## config.mk

```make
export PLATFORM = sky130hd
export DESIGN_NAME = bcd_key_to_binary
export DESIGN_NICKNAME = d
export VERILOG_FILES = /design/src/rtl/bcd_key_to_binary_pkg.sv /design/src/rtl/bcd_key_to_binary_sub3.sv /design/src/rtl/bcd_key_to_binary.sv
export SDC_FILE = /design/constraint.sdc
export NUM_CORES = 1
export LEC_CHECK = 0
export ABC_AREA = 1
export CAP_MARGIN = 25
export CORE_MARGIN = 8
export CORE_UTILIZATION = 45
export CTS_CLUSTER_DIAMETER = 50
export DETAILED_ROUTE_END_ITERATION = 7
export GPL_TIMING_DRIVEN = 0
export PLACE_DENSITY = 0.73
export SLEW_MARGIN = 0
export SYNTH_ARGS = -nofsm -noshare
export SYNTH_HDL_FRONTEND = slang
export SYNTH_SLANG_ARGS = --single-unit
```

## constraint.sdc

```tcl
create_clock -name clk -period 1.7 [get_ports clk]
set_input_delay 0.17 -clock clk [delete_from_list [all_inputs] [get_ports clk]]
set_output_delay 0.17 -clock clk [all_outputs]
set_load 0.01 [all_outputs]
```

## src/rtl/bcd_key_to_binary_pkg.sv

```systemverilog
// Shared definitions for the keypad-to-binary entry path: key codes, FSM states
// and the 8-bit two's-complement saturation limits.
package bcd_key_to_binary_pkg;

    localparam logic [3:0] KEY_MINUS = 4'hA;
    localparam logic [3:0] KEY_ENTER = 4'hB;
    localparam logic [3:0] KEY_CLEAR = 4'hC;
    localparam logic [3:0] KEY_BKSP  = 4'hD;

    localparam logic [7:0] SAT_POS = 8'h7F;
    localparam logic [7:0] SAT_NEG = 8'h80;

    typedef enum logic [1:0] {
        ST_ENTRY = 2'd0,
        ST_CONV  = 2'd1,
        ST_DONE  = 2'd2
    } state_t;

endpackage

```

## src/rtl/bcd_key_to_binary_sub3.sv

```systemverilog
// Reverse double-dabble correction cell: after a right shift, any BCD nibble that
// reached 8 or more carries a borrowed half-ten and is corrected by subtracting 3.
module bcd_sub3 (
    input  logic [3:0] din,
    output logic [3:0] dout
);

    assign dout = (din >= 4'd8) ? (din - 4'd3) : din;

endmodule

```

## src/rtl/bcd_key_to_binary.sv

```systemverilog
// Keypad digit entry buffer with sequential BCD-to-binary conversion and 8-bit
// saturating signed output. Define BACKSPACE_EN to enable key 0xD as backspace.
module bcd_key_to_binary
    import bcd_key_to_binary_pkg::*;
#(
    parameter int NDIG  = 3,
    parameter int BIN_W = 10
) (
    input  logic              clk,
    input  logic              rst,
    input  logic              key_valid,
    input  logic [3:0]        key_code,
    output logic              key_ready,
    output logic [4*NDIG-1:0] bcd_disp,
    output logic              neg_disp,
    output logic [7:0]        data_out,
    output logic              data_valid,
    output logic              ovf
);

    localparam int BCD_W = 4 * NDIG;
    localparam int SH_W  = BCD_W + BIN_W;
    localparam int CNT_W = $clog2(NDIG + 1);
    localparam int IT_W  = $clog2(BIN_W);

    state_t           state;
    logic [BCD_W-1:0] bcd_buf;
    logic [CNT_W-1:0] count;
    logic             neg;
    logic [SH_W-1:0]  shifter;
    logic [SH_W-1:0]  shifted;
    logic [SH_W-1:0]  shift_next;
    logic [IT_W-1:0]  iter;
    logic [BIN_W-1:0] mag;
    logic [7:0]       mag_neg;

    // One conversion step: shift the combined register right, then correct each BCD digit.
    assign shifted = shifter >> 1;
    assign shift_next[BIN_W-1:0] = shifted[BIN_W-1:0];

    for (genvar g = 0; g < NDIG; g++) begin : g_sub3
        bcd_sub3 u_sub3 (
            .din  (shifted[BIN_W + 4*g +: 4]),
            .dout (shift_next[BIN_W + 4*g +: 4])
        );
    end

    assign mag     = shifter[BIN_W-1:0];
    assign mag_neg = ~mag[7:0] + 8'd1;

    assign key_ready = (state == ST_ENTRY);
    assign bcd_disp  = bcd_buf;
    assign neg_disp  = neg;

    always_ff @(posedge clk) begin
        if (rst) begin
            state      <= ST_ENTRY;
            bcd_buf    <= '0;
            count      <= '0;
            neg        <= 1'b0;
            shifter    <= '0;
            iter       <= '0;
            data_out   <= 8'h00;
            data_valid <= 1'b0;
            ovf        <= 1'b0;
        end else begin
            data_valid <= 1'b0;
            case (state)
                ST_ENTRY: begin
                    if (key_valid) begin
                        if (key_code <= 4'd9) begin
                            if (count != CNT_W'(NDIG)) begin
                                bcd_buf <= {bcd_buf[BCD_W-5:0], key_code};
                                count   <= count + 1'b1;
                            end
                        end else begin
                            case (key_code)
                                KEY_MINUS: neg <= ~neg;
                                KEY_CLEAR: begin
                                    bcd_buf <= '0;
                                    count   <= '0;
                                    neg     <= 1'b0;
                                end
                                KEY_ENTER: begin
                                    if (count != '0) begin
                                        shifter <= {bcd_buf, {BIN_W{1'b0}}};
                                        iter    <= '0;
                                        state   <= ST_CONV;
                                    end
                                end
`ifdef BACKSPACE_EN
                                KEY_BKSP: begin
                                    if (count != '0) begin
                                        bcd_buf <= {4'h0, bcd_buf[BCD_W-1:4]};
                                        count   <= count - 1'b1;
                                    end
                                end
`endif
                                default: ;
                            endcase
                        end
                    end
                end
                ST_CONV: begin
                    shifter <= shift_next;
                    iter    <= iter + 1'b1;
                    if (iter == IT_W'(BIN_W - 1)) begin
                        state <= ST_DONE;
                    end
                end
                ST_DONE: begin
                    // The negative limit is one larger in magnitude than the positive one.
                    if (!neg) begin
                        if (mag > BIN_W'(SAT_POS)) begin
                            data_out <= SAT_POS;
                            ovf      <= 1'b1;
                        end else begin
                            data_out <= mag[7:0];
                            ovf      <= 1'b0;
                        end
                    end else begin
                        if (mag > BIN_W'(SAT_NEG)) begin
                            data_out <= SAT_NEG;
                            ovf      <= 1'b1;
                        end else begin
                            data_out <= mag_neg;
                            ovf      <= 1'b0;
                        end
                    end
                    data_valid <= 1'b1;
                    bcd_buf    <= '0;
                    count      <= '0;
                    neg        <= 1'b0;
                    state      <= ST_ENTRY;
                end
                default: state <= ST_ENTRY;
            endcase
        end
    end

endmodule

```

### Yosys cells after proc, flatten, opt, wreduce, memory -nomap -nowiden

Cells that the tools add are included.

| operators by class | value |
|---|---|
| add/sub/neg operators | 6 |
| $lt $le $gt $ge | 6 |
| eq/ne operators | 15 |
| mux-type cells | 40 |
| bitwise gates (word level) | 2 |
| reduce and logical (&&, ||, !) cells | 8 |

Operators with widths:

| operator | number |
|---|---|
| 22-bit 2-to-1 mux | 4 |
| 12-bit 2-to-1 mux | 4 |
| 22-bit case mux with 2 select lines | 1 |
| 4-bit 2-to-1 mux | 7 |
| 8-bit 2-to-1 mux | 3 |
| 12-bit case mux with 2 select lines | 1 |
| 2-bit 2-to-1 mux | 9 |
| 4-bit == test, second input constant | 4 |
| 10-bit by 7-bit > comparator with 1-bit output, second input constant | 1 |
| 10-bit by 8-bit > comparator with 1-bit output, second input constant | 1 |
| 5-bit AND reduction | 2 |
| 8-bit by 1-bit adder with 8-bit output, second input constant | 1 |
| 4-bit greater-or-equal comparator, second input constant | 2 |
| 2-bit inequality test, second input constant | 4 |
| 8-bit inverter | 1 |
| 2-bit case mux with 2 select lines | 2 |
| 4-bit case mux with 2 select lines | 1 |
| 4-bit AND reduction | 2 |
| 4-bit by 2-bit subtractor with 4-bit output, second input constant | 2 |
| 1-bit 2-to-1 mux | 6 |
| 3-bit by 1-bit inequality test with 1-bit output, second input constant | 2 |
| 2-bit nonzero test | 3 |
| 4-bit by 1-bit adder with 4-bit output, second input constant | 1 |
| 3-bit by 4-bit greater-or-equal comparator with 1-bit output, second input constant | 1 |
| other kinds (10) | 12 |

| word-level totals | value |
|---|---|
| register bits | 53 |
| input bits | 7 |
| word-level logic and storage cells | 86 |

### Logic depth before layout (Yosys ltp)

| depth | value |
|---|---|
| depth after elaboration | 6 |
| gate-level depth with buffers | 10 |
| depth with buffers taken out | 10 |

### Cells and area by module

Synthesis repeated with hierarchy kept, for this count alone.

| unflattened totals | value |
|---|---|
| cell total of the unflattened synthesis | 410 |
| area total of the unflattened synthesis | 2,822.7 um^2 |

By module, submodules not included:

| module | times used | cells an instance | area an instance (um^2) | sequential area each (um^2) |
|---|---|---|---|---|
| bcd_key_to_binary | 1 | 362 | 2,556.2 | 1,061.0 |
| bcd_sub3 | 3 | 16 | 88.8 | 0.0 |

### Worst setup path before layout

Ideal clock, no wire load.

| timing | value |
|---|---|
| kind | flip-flop to flip-flop |
| start point | reg shifter[0] |
| end point | reg data_out[5] |
| library setup time | 70 ps |
| arrival | 1,283 ps |
| required time | 1,630 ps |
| setup slack | 347 ps |
| cell stages (with the launch flop) | 9 |
| buffers on the path | 0 |
| period minus slack after synthesis | 1,353 ps |
| cell sequence | dfxtp_1 > inv_1 > ha_1 > inv_1 > nor2_1 > nand4_1 > nand2_1 > nand3_1 > a21oi_1 |

| on the way | value |
|---|---|
| cells in the longest elaborated chain, start to end | 4 |
| elaborated cells on any way between the ends | 7 |
| classes of those cells | 1 x add/sub; 2 x order compare; 3 x mux; 1 x bitwise |

Ends and longest elaborated chain:

| what | line | source |
|---|---|---|
| start, declared | bcd_key_to_binary.sv:30 | `logic [SH_W-1:0] shifter;` |
| start signal, assigned | bcd_key_to_binary.sv:86 | `shifter <= {bcd_buf, {BIN_W{1'b0}}};` |
| start signal, assigned | bcd_key_to_binary.sv:105 | `shifter <= shift_next;` |
| 8-bit inverter | bcd_key_to_binary.sv:49 | `assign mag_neg = ~mag[7:0] + 8'd1;` |
| 8-bit by 1-bit adder with 8-bit output | bcd_key_to_binary.sv:49 |  |
| 8-bit 2-to-1 mux | bcd_key_to_binary.sv:122 | `if (mag > BIN_W'(SAT_NEG)) begin` |
| 8-bit 2-to-1 mux (*) | bcd_key_to_binary.sv:113 | `if (!neg) begin` |
| end signal, assigned | bcd_key_to_binary.sv:118 | `data_out <= mag[7:0];` |
| end signal, assigned | bcd_key_to_binary.sv:126 | `data_out <= mag_neg;` |
| end, declared | bcd_key_to_binary.sv:16 | `output logic [7:0] data_out,` |

Every way passes the cells marked *; elsewhere a longest branch is shown, timed or not.
A chain may end at the register's enable or synchronous reset.

### Worst setup path after layout

| timing | value |
|---|---|
| start point | reg state[1] |
| end point | out key_ready |

| on the way | value |
|---|---|
| cells in the longest elaborated chain, start to end | 1 |

Ends and longest elaborated chain:

| what | line | source |
|---|---|---|
| start, declared | bcd_key_to_binary.sv:26 | `state_t state;` |
| start signal, assigned | bcd_key_to_binary.sv:57 | `state <= ST_ENTRY;` |
| start signal, assigned | bcd_key_to_binary.sv:88 | `state <= ST_CONV;` |
| start signal, assigned | bcd_key_to_binary.sv:108 | `state <= ST_DONE;` |
| 2-bit zero test | bcd_key_to_binary.sv:51 | `assign key_ready = (state == ST_ENTRY);` |
| end, declared | bcd_key_to_binary.sv:13 | `output logic key_ready,` |

No other way between the ends.

==> results.toml <==
[clock_tree]
hold_buffers = 0
path_clk_slew_ps = 90
cts_sinks = 53
clock-root-buffer = "clkbuf_8"
cts_max_path_buffers = 2
cts_tree = "yes"
numCtsBuffers = 5
insertion_delay_ps = 310
htreeDepth = 2

[global_route]
grt.busiest_layer = "met2"
grt_first_pass_wirelength_um = 11900
met2_usage_pct = 28.4
grt_start_max_net_pins = 15
globalRouteMet3Util_pct = 3.73
antenna_found_initial = 0
overflow = 0
grt_use_met1_pct = 19.2
track_usage_pct = 16.4
first_global_vias = 2615

[synth]
syn_nets = 420
syn_inst = 404
synthXorXnorAreaFrac_pct = 1.87
synth.cell_area_mm2 = 0.00280
synth_area_per_cell_um2 = 6.94
post_synth_and_or_nand_nor_area_fraction_pct = 32.4
synth_warnings = 0
synthAdderAreaFrac_pct = 4.02
synth-seq-cells = 53
synth_compound_area_share_pct = 14.6
synth_cell_type_count = 32
ys_seq_area_share_pct = 37.8
muxShareOfSynthArea_pct = 0
synth_top_family_by_area = "simple AND/OR/NAND/NOR gates"

[worst_setup_path]
arrival_ps = 1370
worstSetupEndpointType = "output port"
startpoint = "state[1]"
startpoint_type = "register"
r2r-start = "shifter[0]"
crit_type = "register to output port"
cp.required_ps = 1530
critPathMaxFanout = 3

[timing]
hold_viol = 0
slew_violations = 0
clock_skew_ps = 10.6
max_freq_mhz = 649
rsz0062_at_grt = "true"
worst_pin_slew_ps = 525
finalCritPeriodShare_pct = 90.6
setup_violations = 0
fin_crit_ps = 1540
timing.slew.headroom_pct = 65.0
setup_slack_ps = 160

[pwr]
p_leak_uw = 0.00128
ir_drop_mv = 0.409
power.density_mw_per_mm2 = 661
power_uw = 2170

[hold_path]
hold_path.class = "input port to register"
min_from = "rst"

[detailed_routing]
routedWlPerCell_um = 13.2
drt_wl_total_um = 6820
postRouteAntennaNets = 0
num_vias = 2661
drtIter0Drc = 97
drc = 0
drt_first_pass_iters = 4
viasPerCell = 5.16

[cells_and_area]
fillers = 601
drive_gt1_share_pct = 9.07
synthToLayoutAreaGrowth_pct = 17.1
n_antenna_cell = 0
final_nets = 457

[floorplanning]
row_count = 28
dieWidth_um = 94.9
die-area_mm2 = 0.00901
die_h_um = 94.9
ios = 31
initial_core_util_pct = 47.1
coreArea_mm2 = 0.00596

[flow_run]
drv_cap = 0

[placement]
detailed_place_hpwl_um = 5060
gp_congestion = 0.873
port_buffers = 29
pre_cts_slack_ps = -142

[run_status]
status = "complete, no violations"
==> cell usage in the layout, fill, tap and decap left out, drive strengths merged <==
cell / instances
nor2: 52
xor2: 5
o22ai: 4
ha: 9
o21ai: 20
buf: 12
clkbuf: 14
clkdlybuf4s50: 29
nand2: 105
inv: 42
nand3: 20
nand4: 17
and2: 1
a31oi: 2
nor3: 2
o21bai: 1
xnor2: 1
dfxtp: 53
a21oi: 50
nand3b: 2
==> worst max-delay path, stage by stage (launching register included) <==
cell             delay [ps]
dfxtp_1                 370
nor2_4                  150
clkdlybuf4s50_1         540
==> power breakdown <==
group | total, uW | internal, uW | switching, uW
logic | 177 | 63.6 | 114
registers | 1260 | 1250 | 8.46
clock network | 736 | 324 | 411
total | 2170 | 1640 | 533
==> path summary, 6_finish.rpt <==
path	to	cells past startpoint	slack, ps
max reg2reg	data_out[2]	8	160
min reg2reg	shifter[0]	2	470
min	bcd_disp[10]	2	240
max	key_ready	2	160
==> cell usage after synthesis, drive strengths merged <==
library cell | number | area [um^2]
nand3b | 2 | 15.0
o21bai | 1 | 7.51
nand2 | 105 | 414
clkbuf | 7 | 26.3
ha | 9 | 113
inv | 42 | 158
dfxtp | 53 | 1060
a31oi | 2 | 12.5
xor2 | 5 | 43.8
a21oi | 50 | 254
o21ai | 20 | 104
and2 | 1 | 6.26
o22ai | 4 | 31.3
nor3 | 2 | 10.0
xnor2 | 1 | 8.76
buf | 11 | 77.6
nor2 | 52 | 220
nand3 | 20 | 135
nand4 | 17 | 106
==> cells by family after synthesis <==
group                    count (synthesis)
flip-flops                              53
buffers and inverters                   60
AND/OR/NAND/NOR                        199
adder cells (fa/ha/maj)                  9
XOR/XNOR                                 6
AO/OA/AOI/OAI                           77
==> per-layer routing <==
metal,vias up,part of all wire [%]
li1,1378,-
met1,1217,46
met2,56,48
met3,10,4.9
met4,0,1.7
met5,-,0
==> registers in the layout, summed over array words and instances (netlist names) <==
name / count
neg_disp: 1
iter: 4
data_out: 8
count: 2
shifter: 22
ovf: 1
bcd_disp: 12
state: 2
data_valid: 1
==> final cells by class <==
| type | count | area, um^2 | share of cell area (%) |
|---|---|---|---|
| multi-input cells | 291 | 1480 | 45.2 |
| flip-flops and latches | 53 | 1060 | 32.3 |
| repair buffers | 30 | 298 | 9.07 |
| inverters | 42 | 158 | 4.80 |
| plain buffers | 18 | 104 | 3.16 |
| well taps | 75 | 93.8 | 2.86 |
| clock buffers | 7 | 86.3 | 2.63 |
==> stage by stage <==
| stage | cells | hold slack, ps | utilization (%) | setup TNS [ps] | cell area (um^2) |
|---|---|---|---|---|---|
| 2_1_floorplan | 404 | 390 | - | 0 | 2800 |
| 3_3_place_gp | 508 | 448 | 53.5 | -1070 | 3190 |
| 3_5_place_dp | 508 | 459 | 53.5 | -2160 | 3190 |
| 4_1_cts | 516 | 241 | 55.1 | 0 | 3280 |
| 5_1_grt | 516 | 274 | 55.1 | -47.2 | 3280 |
| 6_report | 516 | 245 | 55.1 | 0 | 3280 |
==> what timing repair did <==
action                     CTS  global route
gates resized for setup      0             1
setup endpoints to repair    1             8
pin swaps                    1             0
buffers inserted             1             0
gates cloned                 0             0
No activity file was read; power rests on OpenSTA's default activity.
